## src/rtl/demux_gate_alu.sv

```systemverilog
// Registered universal-gate unit: every bitwise function is a per-bit network of
// 1:2 demux cells, results queue in a DEPTH-entry FIFO behind valid/ready handshakes.

module two_one_demux (
  input  logic din,
  input  logic sel,
  output logic y0,
  output logic y1
);
  assign y0 = din & ~sel;
  assign y1 = din & sel;
endmodule

module demux_gate_alu #(
  parameter int unsigned WIDTH = 8,
  parameter int unsigned DEPTH = 2
) (
  input  logic             clk,
  input  logic             rst_n,
  input  logic             in_valid,
  output logic             in_ready,
  input  logic [WIDTH-1:0] a,
  input  logic [WIDTH-1:0] b,
  input  logic [2:0]       op,
  output logic             out_valid,
  input  logic             out_ready,
  output logic [WIDTH-1:0] y,
  output logic [2:0]       y_op,
  output logic             err,
  output logic [15:0]      ops_done
);

  localparam int unsigned PTR_W = $clog2(DEPTH);
  localparam int unsigned CNT_W = PTR_W + 1;

  typedef struct packed {
    logic             err;
    logic [2:0]       op;
    logic [WIDTH-1:0] y;
  } entry_t;

  logic [WIDTH-1:0] g_and, g_nand, g_or, g_nor, g_xor, g_xnor, g_nota;

  // Per-bit gate network; inverters are demuxes with din tied high (y0 = ~sel, y1 = sel)
  for (genvar i = 0; i < int'(WIDTH); i++) begin : g_bit
    logic na, p, q, and_raw, nor_raw, np, xnor_raw;
    logic unused_a, unused_p, unused_q;

    two_one_demux u_inv_a (.din(1'b1),   .sel(a[i]),     .y0(na),        .y1(unused_a));
    two_one_demux u_and   (.din(a[i]),   .sel(b[i]),     .y0(p),         .y1(and_raw));
    two_one_demux u_nor   (.din(na),     .sel(b[i]),     .y0(nor_raw),   .y1(q));
    two_one_demux u_nand  (.din(1'b1),   .sel(and_raw),  .y0(g_nand[i]), .y1(g_and[i]));
    two_one_demux u_or    (.din(1'b1),   .sel(nor_raw),  .y0(g_or[i]),   .y1(g_nor[i]));
    two_one_demux u_inv_p (.din(1'b1),   .sel(p),        .y0(np),        .y1(unused_p));
    two_one_demux u_xnor  (.din(np),     .sel(q),        .y0(xnor_raw),  .y1(unused_q));
    two_one_demux u_xor   (.din(1'b1),   .sel(xnor_raw), .y0(g_xor[i]),  .y1(g_xnor[i]));

    assign g_nota[i] = na;
  end

  entry_t din_c;

  // Function select; op 111 is illegal and stores a zero result flagged with err
  always_comb begin
    din_c     = '0;
    din_c.op  = op;
    din_c.err = 1'b0;
    case (op)
      3'd0:    din_c.y = g_and;
      3'd1:    din_c.y = g_nand;
      3'd2:    din_c.y = g_or;
      3'd3:    din_c.y = g_nor;
      3'd4:    din_c.y = g_xor;
      3'd5:    din_c.y = g_xnor;
      3'd6:    din_c.y = g_nota;
      default: begin
        din_c.y   = '0;
        din_c.err = 1'b1;
      end
    endcase
  end

  entry_t           mem [DEPTH];
  entry_t           head;
  logic [CNT_W-1:0] count, count_nxt;
  logic [PTR_W-1:0] wr_ptr, rd_ptr, rd_ptr_nxt;
  logic             push_c, pop_c;

  assign in_ready  = rst_n & (count < CNT_W'(DEPTH));
  assign out_valid = (count != '0);
  assign y         = head.y;
  assign y_op      = head.op;
  assign err       = head.err;

  always_comb begin
    push_c     = in_valid & in_ready;
    pop_c      = out_valid & out_ready;
    count_nxt  = count + CNT_W'(push_c) - CNT_W'(pop_c);
    rd_ptr_nxt = rd_ptr + PTR_W'(pop_c);
  end

  always_ff @(posedge clk) begin
    if (push_c) mem[wr_ptr] <= din_c;
  end

  // Head register lets y/y_op/err hold their last value once the FIFO drains
  always_ff @(posedge clk) begin
    if (!rst_n) begin
      count    <= '0;
      wr_ptr   <= '0;
      rd_ptr   <= '0;
      head     <= '0;
      ops_done <= '0;
    end else begin
      count  <= count_nxt;
      wr_ptr <= wr_ptr + PTR_W'(push_c);
      rd_ptr <= rd_ptr_nxt;
      if (pop_c) ops_done <= ops_done + 16'd1;
      // A new head equal to the write slot can only be the entry written this edge
      if (count_nxt != '0) begin
        if (push_c && (rd_ptr_nxt == wr_ptr)) head <= din_c;
        else                                   head <= mem[rd_ptr_nxt];
      end
    end
  end

endmodule
```

## config.mk

```make
export PLATFORM = sky130hd
export DESIGN_NAME = demux_gate_alu
export DESIGN_NICKNAME = d
export VERILOG_FILES = /design/src/rtl/demux_gate_alu.sv
export SDC_FILE = /design/constraint.sdc
export NUM_CORES = 1
export LEC_CHECK = 0
export CAP_MARGIN = 0
export CELL_PAD_IN_SITES_DETAIL_PLACEMENT = 2
export CELL_PAD_IN_SITES_GLOBAL_PLACEMENT = 2
export CORE_MARGIN = 5
export CORE_UTILIZATION = 39
export CTS_BUF_LIST = sky130_fd_sc_hd__clkbuf_4 sky130_fd_sc_hd__clkbuf_8
export CTS_CLUSTER_SIZE = 12
export DETAILED_ROUTE_END_ITERATION = 8
export GPL_ROUTABILITY_DRIVEN = 0
export GPL_TIMING_DRIVEN = 0
export PLACE_DENSITY_LB_ADDON = 0.1
export SYNTH_ARGS = -nofsm -noshare
export SYNTH_HDL_FRONTEND = slang
export SYNTH_HIERARCHICAL = 1
export SYNTH_SLANG_ARGS = --single-unit
```

## constraint.sdc

```tcl
create_clock -name clk -period 5.55 [get_ports clk]
set_input_delay 0.555 -clock clk [delete_from_list [all_inputs] [get_ports clk]]
set_output_delay 0.555 -clock clk [all_outputs]
set_load 0.01 [all_outputs]
```

==> reports/results.ini <==
[outcome]
status=finished clean

[setup_path]
arrival_ns=3.36
ff2ff_path_depth=10
worstSetupStartpoint=rst_n
r2r_slack_ns=2.82
critical_path_required_ns=5.79
cp_max_fo=10
startpoint_type=primary input
timing.rr.start=count[1]
endpoint_kind=register
path_delay_family=buffers and inverters
setup.worst_path.class=in -> reg
slowest_stage=clkdlybuf4s50_1
path_cells=clkdlybuf4s50_1 -> nand3b_1 -> ha_1 -> inv_1 -> ha_1 -> xnor2_1 -> xnor2_1 -> nor2_1 -> and2_1 -> clkbuf_1 -> o2bb2ai_1
r2r_end=y[6]
critical_path_buf_inv_count=3
slowest_delay_ns=0.57

[clocking]
post_cts_buffers=0
postCtsHoldBufs=0
clock_path_buffers=2
cts-root-buf=clkbuf_8
h-tree-depth=2
cts_tree=built
clk_latency_ns=0.32
path_clk_slew_ns=0.10
numCtsBuffers=5
ctsResizeCount=0
cts_num_sinks=56

[route]
avgViaCountPerCell=4.912
vias=3026
wl_per_cell_um=17.83
drtAntennaViolNets=0
postRouteWirelength_um=10990
drc=0
first_iter_violations=127
first_pass_iters=4

[global_routing]
antenna_found_initial=0
grt_pass1_wl_um=17650
grt_usage_pct=19.70
grt_max_degree=18
grt_pass1_vias=3399
gr-total-overflow=0

[sta]
finalWorstSetupSlack_ns=2.422
fmax_mhz=319.7
finalCritPeriodShare_pct=56.35
rsz0062_at_grt=no
period_needed_ns=3.128
tns_ns=0
max_slew_margin_pct=47.37
tightest_slew_ns=0.7895
finalClockSkew_ns=0.009680
slew_viol_final=0
hold_viol_final=0
setup_viol=0

[min_path]
min_to=y[4]
holdPathStages=1
hold_class=reg -> reg
worst_hold_startpoint=y[4]

[placed_design]
placed_area_um2=4637
io_buffers=52
pre_cts_ws_ns=2.156
place_inst=608
dp_hpwl_um=8383

[logic_synthesis]
netlist_area_um2=3719
synth_cells=364
synth_warnings=6
syn_area_per_cell_um2=10.22

[final_layout]
diodes=0
fin_cells=616
nets=514
num-fill-cells=1019
areaGrowthSynthToFinish_pct=27.69
drive_above_1_share_pct=26.49
stdcell_area_um2=4748

[die]
initial_utilization_pct=40.05
die_x_um=107.6
die_h_um=107.6
core_um2=9284
rows=35
die_area_um2=11590
io_pins=53

[job]
maxCapViolCount=0

[power]
max-vdd-ir-drop_mv=0.1459
p_leak_uw=0.002042
power-per-cell-area_nw_per_um2=300.7
finalPower_uw=1428

[worst max-delay path by stage]
stage                     cells past startpoint  endpoint
after global routing                         11      y[6]
after detailed placement                     11      y[4]
after floorplan                              11       err
after global placement                       11      y[5]
final                                        11      y[6]
after CTS                                    11      y[6]
[stage by stage]
step	util, %	hold slack (ns)
after detailed placement	49.95	0.4633
final	51.15	0.4859
after global placement	49.95	0.4503
after global routing	51.15	0.5133
after floorplan	-	0.4914
after CTS	51.15	0.4903
[cell usage in the layout, fill, tap and decap left out, drive strengths merged, types with 2 or more instances in the layout]
| cell type | instances |
|---|---|
| a221oi | 6 |
| buf | 8 |
| o2111ai | 2 |
| xor2 | 2 |
| a22o | 2 |
| nor2 | 8 |
| nand4 | 5 |
| and2 | 58 |
| mux2i | 28 |
| mux2 | 8 |
| conb | 64 |
| nor2b | 6 |
| and2b | 65 |
| a22oi | 3 |
| and3 | 5 |
| ha | 5 |
| o211ai | 3 |
| a32o | 8 |
| and4 | 2 |
| clkinv | 2 |
| inv | 6 |
| a32oi | 2 |
| a211o | 2 |
| a21oi | 2 |
| clkbuf | 13 |
| xnor2 | 16 |
| o21ai | 7 |
| nand2 | 20 |
| clkdlybuf4s50 | 52 |
| dfxtp | 32 |
| nand3b | 5 |
| o2bb2ai | 3 |
| edfxtp | 24 |
| nand3 | 9 |
[flip-flops by register name, indices dropped and copies added, names as in the netlist]
name	flops
ops_done	16
y_op	3
err	1
count	2
mem	24
rd_ptr	1
y	8
wr_ptr	1
[cell type report]
cell class              instances  area (µm²)  share of cell area, %
clock buffers                   5       68.82                  1.449
repair buffers                 52       520.5                  10.96
multi-input cells             349        2482                  52.28
clock inverters                 3       42.54                 0.8959
well taps                     129       161.4                  3.399
inverters                       6       22.52                 0.4743
flip-flops and latches         56        1361                  28.67
plain buffers                  16       88.84                  1.871
[where the power goes]
| part | leakage, µW | switching (µW) | internal, µW |
|---|---|---|---|
| Combinational | 0.00150 | 324 | 301 |
| Sequential | 0.000484 | 37.4 | 491 |
| Clock | 0.0000558 | 141 | 134 |
| Total | 0.00204 | 502 | 925 |
[layer usage]
metal	GRT usage [%]	part of all wire, %
met1	20.97	40
met2	39.43	55
met3	2.400	2.9
met4	6.312	1.7
met5	0	0
No activity file was read; power rests on OpenSTA's default activity.
